**config.mk**
```make
export PLATFORM = sky130hd
export DESIGN_NAME = if_prefetch_queue_flat
export DESIGN_NICKNAME = d
export VERILOG_FILES = /design/src/rtl/if_prefetch_queue_if.sv /design/src/rtl/if_prefetch_queue.sv /design/src/flat_wrapper.sv
export SDC_FILE = /design/constraint.sdc
export NUM_CORES = 1
export LEC_CHECK = 0
export ABC_CLOCK_PERIOD_IN_PS = 3300
export BUFFER_PORTS_ARGS = -buffer_cell sky130_fd_sc_hd__buf_4
export CAP_MARGIN = 20
export CORE_MARGIN = 1
export CORE_UTILIZATION = 40
export CTS_BUF_LIST = sky130_fd_sc_hd__clkbuf_16
export DETAILED_ROUTE_END_ITERATION = 10
export PLACE_DENSITY = 0.57
export SYNTH_ARGS = -nofsm -noshare
export SYNTH_HDL_FRONTEND = slang
export SYNTH_SLANG_ARGS = --single-unit
export TNS_END_PERCENT = 30
```
**constraint.sdc**
```tcl
create_clock -name clk -period 3.3 [get_ports clk]
set_input_delay 0.165 -clock clk [delete_from_list [all_inputs] [get_ports clk]]
set_output_delay 0.165 -clock clk [all_outputs]
set_load 0.005 [all_outputs]
```
**src/rtl/if_prefetch_queue_if.sv**
```systemverilog
// Fetch front-end bundle: EX redirect, instruction-memory request/response,
// and the valid/ready handshake into IF/ID.
interface if_prefetch_queue_if #(
   parameter int XLEN = 32
);
   logic            redirect_i;
   logic [XLEN-1:0] redirect_addr_i;
   logic            req_o;
   logic [XLEN-1:0] req_addr_o;
   logic            gnt_i;
   logic            rvalid_i;
   logic [XLEN-1:0] rdata_i;
   logic            inst_valid_o;
   logic            inst_ready_i;
   logic [XLEN-1:0] inst_o;
   logic [XLEN-1:0] inst_addr_o;

   // master: the prefetch queue itself
   modport master (
      input  redirect_i, redirect_addr_i, gnt_i, rvalid_i, rdata_i, inst_ready_i,
      output req_o, req_addr_o, inst_valid_o, inst_o, inst_addr_o
   );

   // slave: memory + IF/ID + EX side
   modport slave (
      output redirect_i, redirect_addr_i, gnt_i, rvalid_i, rdata_i, inst_ready_i,
      input  req_o, req_addr_o, inst_valid_o, inst_o, inst_addr_o
   );
endinterface

```
**src/rtl/if_prefetch_queue.sv**
```systemverilog
// Instruction prefetch queue: credit-limited fetch requests to a variable-latency
// memory, DEPTH-entry FIFO of {pc, inst}, and stale-response discard on redirect.
module if_prefetch_queue #(
   parameter int              XLEN     = 32,
   parameter int              DEPTH    = 4,
   parameter logic [XLEN-1:0] RESET_PC = '0
) (
   input logic                 clk,
   input logic                 rst,
   if_prefetch_queue_if.master bus
);
   localparam int CW = $clog2(DEPTH + 1);
   localparam int PW = $clog2(DEPTH);

   typedef struct packed {
      logic [XLEN-1:0] addr;
      logic [XLEN-1:0] data;
   } entry_t;

   entry_t          fifo_q [DEPTH];
   logic [PW-1:0]   rd_ptr, wr_ptr;
   logic [CW-1:0]   count, outstanding, discard;
   logic [XLEN-1:0] fetch_pc, resp_pc, target;
   logic [CW:0]     credits_used;
   logic            grant, resp, push, pop;

   assign target       = {bus.redirect_addr_i[XLEN-1:2], 2'b00};
   assign credits_used = {1'b0, count} + {1'b0, outstanding};

   // A request is only issued when a FIFO slot is reserved for its response,
   // so a kept response can always be pushed.
   assign bus.req_o      = !rst && !bus.redirect_i && (credits_used < (CW+1)'(DEPTH));
   assign bus.req_addr_o = fetch_pc;
   assign grant          = bus.req_o && bus.gnt_i;

   // A response with nothing outstanding is a protocol violation and is ignored.
   assign resp = bus.rvalid_i && (outstanding != '0);
   assign push = resp && (discard == '0) && !bus.redirect_i;
   assign pop  = bus.inst_valid_o && bus.inst_ready_i && !bus.redirect_i;

   assign bus.inst_valid_o = (count != '0);
   assign bus.inst_o       = fifo_q[rd_ptr].data;
   assign bus.inst_addr_o  = fifo_q[rd_ptr].addr;

   always_ff @(posedge clk) begin
      if (rst) begin
         count       <= '0;
         rd_ptr      <= '0;
         wr_ptr      <= '0;
         outstanding <= '0;
         discard     <= '0;
         fetch_pc    <= RESET_PC;
         resp_pc     <= RESET_PC;
      end else begin
         outstanding <= outstanding + CW'(grant) - CW'(resp);
         if (bus.redirect_i) begin
            // Everything still in flight belongs to the old path; this
            // cycle's response (if any) is dropped directly.
            count    <= '0;
            rd_ptr   <= '0;
            wr_ptr   <= '0;
            fetch_pc <= target;
            resp_pc  <= target;
            discard  <= outstanding - CW'(resp);
         end else begin
            if (grant)
               fetch_pc <= fetch_pc + XLEN'(4);
            if (resp && (discard != '0))
               discard <= discard - CW'(1);
            if (push) begin
               resp_pc <= resp_pc + XLEN'(4);
               wr_ptr  <= wr_ptr + PW'(1);
            end
            if (pop)
               rd_ptr <= rd_ptr + PW'(1);
            count <= count + CW'(push) - CW'(pop);
         end
      end
   end

   always_ff @(posedge clk) begin
      if (push)
         fifo_q[wr_ptr] <= '{addr: resp_pc, data: bus.rdata_i};
   end
endmodule

```
**src/flat_wrapper.sv**
```systemverilog
// flat-port wrapper written by rule: the top's interface ports become plain ports
module if_prefetch_queue_flat 
#(
   parameter int              XLEN     = 32,
   parameter int              DEPTH    = 4,
   parameter logic [XLEN-1:0] RESET_PC = '0
)
  (clk, rst, bus_redirect_i, bus_redirect_addr_i, bus_gnt_i, bus_rvalid_i, bus_rdata_i, bus_inst_ready_i, bus_req_o, bus_req_addr_o, bus_inst_valid_o, bus_inst_o, bus_inst_addr_o);
  if_prefetch_queue_if #(.XLEN(XLEN)) bus_i ();
  input logic clk;
  input logic rst;
  input wire logic [$bits(bus_i.redirect_i)-1:0] bus_redirect_i;
  input wire logic [$bits(bus_i.redirect_addr_i)-1:0] bus_redirect_addr_i;
  input wire logic [$bits(bus_i.gnt_i)-1:0] bus_gnt_i;
  input wire logic [$bits(bus_i.rvalid_i)-1:0] bus_rvalid_i;
  input wire logic [$bits(bus_i.rdata_i)-1:0] bus_rdata_i;
  input wire logic [$bits(bus_i.inst_ready_i)-1:0] bus_inst_ready_i;
  output wire logic [$bits(bus_i.req_o)-1:0] bus_req_o;
  output wire logic [$bits(bus_i.req_addr_o)-1:0] bus_req_addr_o;
  output wire logic [$bits(bus_i.inst_valid_o)-1:0] bus_inst_valid_o;
  output wire logic [$bits(bus_i.inst_o)-1:0] bus_inst_o;
  output wire logic [$bits(bus_i.inst_addr_o)-1:0] bus_inst_addr_o;
  assign bus_i.redirect_i = bus_redirect_i;
  assign bus_i.redirect_addr_i = bus_redirect_addr_i;
  assign bus_i.gnt_i = bus_gnt_i;
  assign bus_i.rvalid_i = bus_rvalid_i;
  assign bus_i.rdata_i = bus_rdata_i;
  assign bus_i.inst_ready_i = bus_inst_ready_i;
  assign bus_req_o = bus_i.req_o;
  assign bus_req_addr_o = bus_i.req_addr_o;
  assign bus_inst_valid_o = bus_i.inst_valid_o;
  assign bus_inst_o = bus_i.inst_o;
  assign bus_inst_addr_o = bus_i.inst_addr_o;
  if_prefetch_queue #(.XLEN(XLEN), .DEPTH(DEPTH), .RESET_PC(RESET_PC)) u_core (.clk(clk), .rst(rst), .bus(bus_i));
endmodule
```
==> summary.md <==
| Metric | Value |
|---|---|
| Outcome | `finished, violations left` |
| Failing checks | `DRC` |
| Final min period | `2715 ps` |
| CP startpoint kind | `flop` |
| Worst setup margin | `584.7 ps` |
| Crit path max fanout | `13` |
| HPWL after detailed placement | `18660 um` |
| Largest net degree at the start of global routing | `63` |
| Crit-path max cell delay | `440 ps` |
| Lkg Pwr | `5.757 nW` |
| FF-to-FF Start | `u_core.outstanding[2]$_SDFF_PP0_` |
| Setup crit start | `u_core.outstanding[2]$_SDFF_PP0_` |
| Final Cell Area | `16620 um2` |
| First-pass GRT wire length | `45100 um` |
| 1st-pass router iterations | `7` |
| Reg2reg setup slack | `580 ps` |
| H-tree depth | `2` |
| Cells after DPL | `1418` |
| Clock Latency Late Sink | `510 ps` |
| Longest Clk Path Bufs | `3` |
| CTS Sinks | `323` |
| Final Hold Viols | `0` |
| Layout cell share with drive strength beyond 1 | `0.2830` |
| Max frequency | `0.3683 GHz` |
| DIE WIDTH | `183.6 um` |
| Slew Limit Fails | `0` |
| CTS tree | `done` |
| Starting Density | `0.4065` |
| Die area | `33710 um2` |
| FILL cells | `2773` |
| End of the worst register-to-register path | `u_core.outstanding[2]$_SDFF_PP0_` |
| Maximum VDD drop | `0.3253 mV` |
| CP endpoint | `u_core.outstanding[2]$_SDFF_PP0_` |
| Num rows | `66` |
| Final wirelength | `29190 um` |
| Register area share after synthesis | `0.6783` |
| Max cap viols | `0` |
| Area of the multi-input gates | `3886 um2` |
| Final cell count without fillers | `1534` |
| Die height | `183.6 um` |
| Post-CTS Repair Setup Buffers | `0` |
| Routability Congestion | `0.8125` |
| Cells after synthesis | `838` |
| Synth Cell Area | `13190 um2` |
| CTS Root Cell | `clkbuf_16` |
| Number of synthesized flops with an enable pin | `248` |
| Initial antenna violation count | `0` |
| Crit-path cells | `ha_1 > a311o_1 > or2_1 > inv_2 > ha_1 > inv_1 > fa_1 > xnor2_1 > xnor2_1 > nor2_1` |
| Async SR Flop Fraction | `0` |
| Total track usage | `0.1749` |
| Synth warnings | `0` |
| Syn_area_per_cell | `15.74 um2` |
| Fin crit share | `0.8228` |
| WS Path Type | `reg2reg` |
| Final setup viols | `0` |
| Via density | `5.164` |
| Area of placed instances | `14960 um2` |
| Core footprint | `32450 um2` |
| Via Count | `7921` |
| Area growth syn-to-layout | `25.98%` |
| Setup_tns | `0 ps` |
| Reg area | `8954 um2` |
| Arr. time, crit path | `3090 ps` |
| Clock skew | `8.403 ps` |
| Worst Tran Pin Value | `660.5 ps` |
| Synth Flop Type | `edfxtp_1` |
| IO Count | `168` |
| Grt total ovfl | `0` |
| DRC | `1` |
| Slew headroom | `0.5596` |
| Crit-path slowest cell | `dfxtp_1` |
| Clock-pin slew on the worst setup and hold paths | `60 ps` |
| Post-synthesis cell type count | `63` |
| RSZ-0062 raised after global routing | `false` |
| Post-place setup slack | `582.7 ps` |
| DRT antenna net count | `0` |
| Net count, final | `1152` |
| #FFs+latches synth | `323` |
| Wire per inst | `19.03 um` |
| # diodes | `0` |
| R2R cell count | `10` |
| Starting DRC count in detailed routing | `442` |
| HP Class | `in2reg` |
| Port bufs | `161` |
| Cts bufs inserted | `36` |
| CP required | `3670 ps` |
| CP Capture Type | `flop` |
| Vias in the first global route | `7855` |
| Pwr per Cell Area | `573.3 nW/um2` |
==> per-layer routing <==
layer | vias to the layer above | share of wire | global-route usage
met3 | 41 | 0.051 | 0.03368
li1 | 3724 | - | -
met1 | 3936 | 0.45 | 0.2384
met2 | 220 | 0.48 | 0.2882
met5 | - | 0 | 0
met4 | 0 | 0.018 | 0.04267
==> placed cells by master (no fill, tap or decap), types with 5 or more instances in the layout <==
cell type	Yosys	final
or3_1	8	8
o31a_1	5	5
nand3_1	21	21
clkbuf_16	0	37
and3_1	6	6
ha_1	16	16
a31oi_1	6	6
a21boi_0	12	12
xor2_1	11	11
dfxtp_1	75	73
xnor2_1	29	29
o21ai_0	16	16
nand4_1	24	24
nor2_1	42	42
edfxtp_1	248	248
nor4_1	8	8
inv_1	35	47
dlygate4sd3_1	0	50
buf_4	4	170
nor3_1	18	18
clkinv_1	0	7
mux4_2	62	62
nand2_1	39	39
or4_1	5	5
a21oi_1	24	24
a311oi_1	5	5
a211oi_1	14	14
o21a_1	5	5
buf_12	0	8
==> what timing repair did <==
item,CTS,global route
endpoints found under the hold margin,156,0
hold buffers,50,0
resized for setup,0,0
==> critical path: cells and delay by family (launching register included) <==
family | cells | cell delay, ps
adder cells (fa/ha/maj) | 3 | 830
XOR/XNOR | 2 | 310
AND/OR/NAND/NOR | 2 | 330
AO/OA/AOI/OAI | 1 | 410
buffers and inverters | 2 | 260
flip-flops | 1 | 440
==> state kept, by name, indices dropped and copies added (netlist names), named ones only <==
register,flops
u_core.fifo_q,248
u_core.bus.req_addr_o,30
u_core.resp_pc,30
u_core.count,3
u_core.discard,3
u_core.outstanding,3
u_core.rd_ptr,2
u_core.wr_ptr,2
==> worst min-delay path by stage <==
| stage | start | cells after the start | to |
|---|---|---|---|
| floorplan | bus_rdata_i[0] | 0 | u_core.fifo_q[0][0]$_DFFE_PP_ |
| global placement | bus_rdata_i[14] | 1 | u_core.fifo_q[1][14]$_DFFE_PP_ |
| detailed placement | bus_rdata_i[5] | 1 | u_core.fifo_q[0][5]$_DFFE_PP_ |
| CTS | bus_redirect_addr_i[10] | 3 | u_core.resp_pc[10]$_SDFFE_PP0P_ |
| global route | bus_redirect_addr_i[4] | 3 | u_core.resp_pc[4]$_SDFFE_PP0P_ |
| finish | bus_redirect_addr_i[4] | 3 | u_core.resp_pc[4]$_SDFFE_PP0P_ |
==> power by group <==
part | internal [mW] | total (mW) | switching, mW
Sequential | 4.58 | 4.72 | 0.145
Combinational | 0.490 | 0.944 | 0.454
Clock | 2.34 | 3.86 | 1.52
Total | 7.41 | 9.53 | 2.12
==> cells by family after synthesis <==
family	count (synthesis)	synth area share
adders and majority gates	18	0.01821
other	1	0.0002842
buffers and inverters	79	0.02836
DFF	323	0.6783
and+or+nand+nor	199	0.08071
AOI/OAI and AO/OA	108	0.05529
xor gates and xnor gates	40	0.02655
muxes	70	0.1123
==> cells in the mapped netlist (14+ instances only) <==
library cell,n,area share
a211oi_1,14,0.0080
nand3_1,21,0.0080
clkbuf_1,21,0.0060
o21ai_0,16,0.0061
nand2_1,39,0.011
mux4_2,62,0.11
a21oi_1,24,0.0091
edfxtp_1,248,0.56
dfxtp_1,75,0.11
inv_1,35,0.010
nand4_1,24,0.011
xnor2_1,29,0.019
nor3_1,18,0.0068
ha_1,16,0.015
nor2_1,42,0.012
==> through the flow <==
| stage | power [mW] | hold slack (ps) | utilization |
|---|---|---|---|
| 2_1_floorplan | 5.282 | 263.9 | - |
| 3_3_place_gp | 5.703 | 368.6 | 0.4611 |
| 3_5_place_dp | 5.721 | 368.4 | 0.4611 |
| 4_1_cts | 9.654 | 28.35 | 0.5121 |
| 5_1_grt | 9.928 | 45.62 | 0.5121 |
| 6_report | 9.528 | 49.22 | 0.5121 |
==> cell type report <==
type / instances / share of cell area
Sequential cell: 323 / 0.5387
Multi-Input combinational cell: 439 / 0.2338
Timing Repair Buffer: 228 / 0.1165
Clock buffer: 37 / 0.05571
Tap cell: 442 / 0.03328
Clock inverter: 29 / 0.01378
Inverter: 36 / 0.008131
Note: power is estimated with default switching activity, not from simulation.
